## config.mk

```make
export PLATFORM = sky130hd
export DESIGN_NAME = btn_event_gen
export DESIGN_NICKNAME = d
export VERILOG_FILES = /design/src/rtl/btn_pkg.sv /design/src/rtl/btn_tick_cnt.sv /design/src/rtl/btn_event_gen.sv
export SDC_FILE = /design/constraint.sdc
export NUM_CORES = 1
export LEC_CHECK = 0
export CORE_UTILIZATION = 38
export CTS_CLUSTER_SIZE = 20
export DETAILED_ROUTE_END_ITERATION = 10
export HOLD_SLACK_MARGIN = 0.03
export PLACE_DENSITY = 0.62
export SLEW_MARGIN = 20
export SYNTH_ARGS = -nofsm -noshare
export SYNTH_HDL_FRONTEND = slang
export SYNTH_SLANG_ARGS = --single-unit
```

## constraint.sdc

```tcl
create_clock -name clk -period 2.8 [get_ports clk]
set_input_delay 0.56 -clock clk [delete_from_list [all_inputs] [get_ports clk]]
set_output_delay 0.56 -clock clk [all_outputs]
set_load 0.1 [all_outputs]
```

## src/rtl/btn_pkg.sv

```systemverilog
// Shared types and defaults for the button event generator.
package btn_pkg;

  // FSM state; the 2'b11 encoding is unused and recovers to IDLE.
  typedef enum logic [1:0] {
    IDLE      = 2'b00,
    PRESSED   = 2'b01,
    LONG_HELD = 2'b10
  } btn_state_t;

  localparam int unsigned DEF_CNT_W    = 8;
  localparam int unsigned DEF_LONG_CYC = 32;
  localparam int unsigned DEF_RPT_CYC  = 8;

  // True while the button is considered held (any non-idle state).
  function automatic logic state_active(input btn_state_t s);
    return (s == PRESSED) || (s == LONG_HELD);
  endfunction

endpackage

```

## src/rtl/btn_tick_cnt.sv

```systemverilog
// Interval counter shared by the long-press and repeat timers.
// tc is registered: it is high in the cycle where the count equals the
// terminal value that was presented alongside the update producing it.
module btn_tick_cnt #(
  parameter int unsigned CNT_W = 8
) (
  input  logic             clk,
  input  logic             rst,
  input  logic             clr,
  input  logic             en,
  input  logic [CNT_W-1:0] term,
  output logic             tc
);

  logic [CNT_W-1:0] cnt_q, cnt_d;
  logic             tc_d;

  // Next count: clear wins over enable; hold otherwise.
  always_comb begin
    cnt_d = cnt_q;
    if (clr) begin
      cnt_d = '0;
    end else if (en) begin
      cnt_d = cnt_q + CNT_W'(1);
    end
    // term belongs to the state the counter is entering, so compare the next value.
    tc_d = (cnt_d == term);
  end

  // Count and terminal flag registers.
  always_ff @(posedge clk or posedge rst) begin
    if (rst) begin
      cnt_q <= '0;
      tc    <= 1'b0;
    end else begin
      cnt_q <= cnt_d;
      tc    <= tc_d;
    end
  end

endmodule

```

## src/rtl/btn_event_gen.sv

```systemverilog
// Button event generator: turns a debounced level into single-cycle press,
// release, long-press and auto-repeat pulses plus a held level.
// Optional feature macro: BTN_REPEAT_EN (enables repeat_p in LONG_HELD).
module btn_event_gen
  import btn_pkg::*;
#(
  parameter int unsigned CNT_W    = DEF_CNT_W,
  parameter int unsigned LONG_CYC = DEF_LONG_CYC,
  parameter int unsigned RPT_CYC  = DEF_RPT_CYC
) (
  input  logic clk,
  input  logic rst,
  input  logic db_in,
  output logic press,
  output logic release_p,
  output logic long_press,
  output logic repeat_p,
  output logic held
);

  localparam logic [CNT_W-1:0] LONG_TERM = CNT_W'(LONG_CYC - 1);
  localparam logic [CNT_W-1:0] RPT_TERM  = CNT_W'(RPT_CYC - 1);

  btn_state_t       state_q, state_d;
  logic             db_prev;
  logic             press_q, press_d;
  logic             release_q, release_d;
  logic             long_q, long_d;
  logic             repeat_q, repeat_d;
  logic             held_q, held_d;
  logic             cnt_clr, cnt_en, cnt_tc;
  logic [CNT_W-1:0] cnt_term;

  btn_tick_cnt #(
    .CNT_W (CNT_W)
  ) u_tick_cnt (
    .clk  (clk),
    .rst  (rst),
    .clr  (cnt_clr),
    .en   (cnt_en),
    .term (cnt_term),
    .tc   (cnt_tc)
  );

  // Next state, counter control and event decisions; release has priority.
  always_comb begin
    state_d   = state_q;
    press_d   = 1'b0;
    release_d = 1'b0;
    long_d    = 1'b0;
    repeat_d  = 1'b0;
    cnt_clr   = 1'b0;
    cnt_en    = 1'b0;

    case (state_q)
      IDLE: begin
        cnt_clr = 1'b1;
        if (db_in && !db_prev) begin
          press_d = 1'b1;
          state_d = PRESSED;
        end
      end

      PRESSED: begin
        if (!db_in) begin
          release_d = 1'b1;
          cnt_clr   = 1'b1;
          state_d   = IDLE;
        end else if (cnt_tc) begin
          long_d  = 1'b1;
          cnt_clr = 1'b1;
          state_d = LONG_HELD;
        end else begin
          cnt_en = 1'b1;
        end
      end

      LONG_HELD: begin
        if (!db_in) begin
          release_d = 1'b1;
          cnt_clr   = 1'b1;
          state_d   = IDLE;
        end
`ifdef BTN_REPEAT_EN
        else if (cnt_tc) begin
          repeat_d = 1'b1;
          cnt_clr  = 1'b1;
        end else begin
          cnt_en = 1'b1;
        end
`else
        else begin
          // Repeat disabled: just wait for release with the counter parked at 0.
          cnt_clr = 1'b1;
        end
`endif
      end

      default: begin
        // Illegal encoding: back to IDLE silently.
        cnt_clr = 1'b1;
        state_d = IDLE;
      end
    endcase

    held_d = state_active(state_d);

    // Terminal value for the interval the counter is about to time.
    cnt_term = (state_d == LONG_HELD) ? RPT_TERM : LONG_TERM;
  end

  // State, edge-detect history and registered outputs.
  always_ff @(posedge clk or posedge rst) begin
    if (rst) begin
      state_q   <= IDLE;
      db_prev   <= 1'b0;
      press_q   <= 1'b0;
      release_q <= 1'b0;
      long_q    <= 1'b0;
      repeat_q  <= 1'b0;
      held_q    <= 1'b0;
    end else begin
      state_q   <= state_d;
      db_prev   <= db_in;
      press_q   <= press_d;
      release_q <= release_d;
      long_q    <= long_d;
      repeat_q  <= repeat_d;
      held_q    <= held_d;
    end
  end

  assign press      = press_q;
  assign release_p  = release_q;
  assign long_press = long_q;
  assign repeat_p   = repeat_q;
  assign held       = held_q;

endmodule
```

Word-level counts from Yosys, hierarchy flattened

Cells that the tools add are included.

Multiplexer cells: 20
Add/subtract/negate cells: 1
Eq/ne operators: 5
Reduce and logical (&&, ||, !) cells: 5

Operators by type and width:

| operator                                                        | number |
|---|---|
| 8-bit two-way mux                                               | 2 |
| 1-bit two-way mux                                               | 12 |
| 8-bit by 1-bit adder with 8-bit output, second input constant   | 1 |
| 8-bit by 5-bit == test with 1-bit output                        | 1 |
| 2-bit two-way mux                                               | 4 |
| 2-bit case mux with 3 select lines                              | 1 |
| 5-bit two-way mux                                               | 1 |
| 2-bit by 1-bit == test with 1-bit output, second input constant | 2 |
| 2-bit == test, second input constant                            | 2 |
| 2-bit zero test                                                 | 1 |
| 2-bit OR reduction                                              | 1 |
| 1-bit logical AND                                               | 1 |
| 1-bit zero test                                                 | 1 |
| 1-bit logical OR                                                | 1 |

Output and inout port bits: 5
Logic and storage cells: 39
Register bits after elaboration: 16
Bits of input ports: 3

Logic depth before layout (Yosys ltp)

Depth in word-level cells: 7
Depth in mapped cells: 8
Gate-level depth less buffers: 8

By module

From an unflattened synthesis, not the netlist that was laid out.

Cells, all modules: 92
Area total of the unflattened synthesis: 940.9 µm²

By module, submodules not included:

| module        | area each (µm²) | cells each | times used |
|---|---|---|---|
| btn_tick_cnt  | 560.5           | 57         | 1 |
| btn_event_gen | 380.4           | 35         | 1 |

Worst setup path before layout

No wires, ideal clock.

Path type: input-to-reg
Start point: input port db_in
End point: register u_tick_cnt.tc
Data arrival time: 2.222 ns
Stages: 8
Library setup time: 0.111 ns
Path slack: 0.467 ns
Path through: buf_4 -> inv_1 -> nor3b_1 -> nor2_1 -> or3_1 -> ha_1 -> or3_1 -> a2111oi_2

Cells in the longest elaborated chain, start to end: 6

Ends and longest elaborated chain:

| item                                       | RTL line             | RTL |
|---|---|---|
| start: declaration                         | btn_event_gen.sv:13  | `input logic db_in,` |
| 1-bit logical AND                          | btn_event_gen.sv:58  | `if (db_in && !db_prev) begin` |
| 2-bit two-way mux                          | btn_event_gen.sv:58  |  |
| 2-bit case mux with 3 select lines         | btn_event_gen.sv:55  | `case (state_q)` |
| 2-bit == test                              | btn_event_gen.sv:109 | `cnt_term = (state_d == LONG_HELD) ? RPT_TERM : LONG_TERM;` |
| 5-bit two-way mux                          | btn_event_gen.sv:109 |  |
| 8-bit by 5-bit == test with 1-bit output * | btn_tick_cnt.sv:27   | `tc_d = (cnt_d == term);` |
| named net u_tick_cnt.tc_d                  | btn_tick_cnt.sv:16   | `logic tc_d;` |
| end signal: assignment                     | btn_tick_cnt.sv:37   | `tc <= tc_d;` |
| end: declaration                           | btn_tick_cnt.sv:12   | `output logic tc` |

Mark *: on every way through the listed nets, which the timed path passes. The rest lies on a longest branch.

Worst setup path in the final report

Ends and elaborated chain as after synthesis.

==> results.toml <==
[status]
status = "completed"

[place]
port_buffers = 6
dp_slack_ps = -151
dp_hpwl_um = 1010
gp_congestion = 0.753

[sta]
hold_slack_ps = 467
rsz0062_at_grt = "false"
min_period_over_period_pct = 92.4
tightestPinTransition_ps = 596
max_slew_margin_pct = 60.2
setup-tns-final_ps = 0
hold_violations = 0
period_needed_ps = 2590
drv_slew = 0
setup_slack_ps = 212
setup_viol = 0
skew_ps = 2.31
fmax_mhz = 386

[worst_setup_path]
required_ps = 2990
critPathMaxFanout = 4
max_stage_delay_ps = 530
criticalPathCategory = "primary input to flop"
path_cells = "clkdlybuf4s50_1, inv_1, nor3b_2, nor2_1, or3_1, ha_1, or3_1, a2111oi_2"
crit_slowest_cell = "clkdlybuf4s50_1"
crit_path_start_kind = "primary input"
critPathArrivalTime_ps = 2770
path_common_cell = "or3_1"
end_kind = "flop"

[detailed_routing]
wirelength_um = 1450
detail-route-antenna-nets = 0
drtIter0Drc = 16
routedWlPerCell_um = 12.8
dr_total_vias = 594
viasPerCell = 5.21
drc = 0
firstDrtPassIters = 5

[layout]
diodes = 0
area_growth_pct = 16.1
drive_above_1_share_pct = 18.4
num-fill-cells = 199
fin_nets = 97

[die]
die_h_um = 48.5
dieWidth_um = 48.5
initial_utilization_pct = 41.1
row_count = 16
die-area_um2 = 2360
core_region_area_um2 = 2000
io_pins = 8

[clock_network]
clock_latency_ps = 290
h-tree-depth = 1
cts.sinks = 16
cts_tree = "yes"
ctsHoldBuffers = 0
clk_pin_slew_ps = 100
cts_root_buf = "clkbuf_4"
cts_buffer_depth = 2
post-cts-setup-buffer-count = 0
cts-buffers-inserted = 3

[logic_synthesis]
yosysUniqueCellTypes = 32
seq_area_frac_synth_pct = 48.6
synthesis.instances = 76
synth_warnings = 0
ys_ff_latch = 16
syn_area_um2 = 823
syn_nets = 85
synth_top_flop_cell = "dfrtp_1"
async_flop_share_pct = 100
synth_edf_count = 0
syn-mean-instance-area_um2 = 10.8

[global_route]
grt_pass1_wl_um = 2570
grt_max_degree = 17
grt_pass1_vias = 587
grt-ovfl-total = 0
grt_antenna_before_repair = 0
grt_use_total_pct = 14.4

[min_path]
hold_class = "flop to flop"

[power_and_ir_drop]
power_density_nw_per_um2 = 687
leakagePower_nw = 0.476
peakVddDrop_v = 0.000425

[job]
drv_cap = 0
-- cells by family (layout without fill, tap and decap cells) --
| kind of cell | after synthesis | in the layout | share of synthesized area [%] |
|---|---|---|---|
| and+or+nand+nor | 30 | 30 | 23.9 |
| DFF | 16 | 16 | 48.6 |
| buffers and inverters | 10 | 21 | 5.47 |
| AOI/OAI and AO/OA | 9 | 9 | 7.90 |
| adders and majority gates | 6 | 6 | 9.12 |
| xor gates and xnor gates | 2 | 2 | 2.13 |
| muxes | 2 | 2 | 2.43 |
| other | 1 | 1 | 0.455 |
-- placed cells by master (no fill, tap or decap), types with 3 or more instances in the layout --
cell type and n:
nand3_1 4, dfrtp_1 16, buf_4 7, nor2_1 4, or3_1 3, inv_1 8, o21ai_0 3, ha_1 6
clkbuf_4 3
-- per-layer routing --
layer / track usage (%) / up-vias / share of wire, %
met2: 22.5 / 20 / 44
met1: 19.2 / 278 / 50
li1: - / 292 / -
met3: 2.20 / 4 / 4.5
met5: 0 / - / 0
met4: 7.35 / 0 / 1.6
-- registers in the layout, indices dropped and copies added, names as in the netlist --
name              count
press                 1
state_q               2
long_press            1
u_tick_cnt.cnt_q      8
release_p             1
u_tick_cnt.tc         1
db_prev               1
held                  1
-- report_power, final --
group / switching, mW / internal (mW)
Combinational: 0.160 / 0.0665
Clock: 0.0770 / 0.0792
Sequential: 0.0187 / 0.255
Total: 0.256 / 0.401
-- through the flow --
step	total power, mW	cells	util, %	instance area (um^2)
after floorplan	0.450	76	-	823
after global placement	0.500	110	45.7	915
after detailed placement	0.504	110	45.7	915
after CTS	0.661	114	47.5	951
after global routing	0.697	114	47.8	956
final	0.657	114	47.8	956
-- cells in the mapped netlist, drive strengths merged, types with 2 or more instances --
library cell | number | share of area [%]
or3 | 3 | 2.3
inv | 8 | 3.6
a21oi | 2 | 1.2
buf | 2 | 1.8
dfrtp | 16 | 49
nand3 | 4 | 2.4
nand2 | 2 | 0.91
nor2 | 4 | 1.8
ha | 6 | 9.1
and3 | 3 | 2.4
mux2i | 2 | 2.4
and2 | 2 | 1.5
o21ai | 3 | 1.8
and4bb | 2 | 3.0
and4b | 2 | 2.4
-- worst max-delay path, delay by kind of cell --
kind / cells / cell delay (ps)
simple gates: 4 / 1010
fa+ha+maj: 1 / 220
buf+inv: 2 / 610
compound gates: 1 / 370
-- timing repair --
action,CTS,global route
resized for setup,0,1
setup endpoints to repair,0,1
hold endpoints to repair,0,0
-- area by class of cell --
type                       instances  area (um^2)  area share [%]
multi-input combinational         50          383            40.1
sequential                        16          400            41.9
timing repair buffer               9         72.6            7.59
inverter                           8         30.0            3.14
tap                               27         33.8            3.53
clock buffer                       4         36.3            3.80
-- worst paths after layout --
kind / start / slack (ps) / depth (start not counted) / end
setup / recovery: db_in / 210 / 8 / u_tick_cnt.tc
hold / removal: db_prev / 470 / 1 / press
setup reg to reg: state_q[1] / 240 / 8 / u_tick_cnt.tc
hold reg to reg: db_prev / 470 / 1 / press
max in group asynchronous: rst / 1790 / 2 / u_tick_cnt.cnt_q[3]
min in group asynchronous: rst / 630 / 2 / u_tick_cnt.tc
No activity file was read; power rests on OpenSTA's default activity.
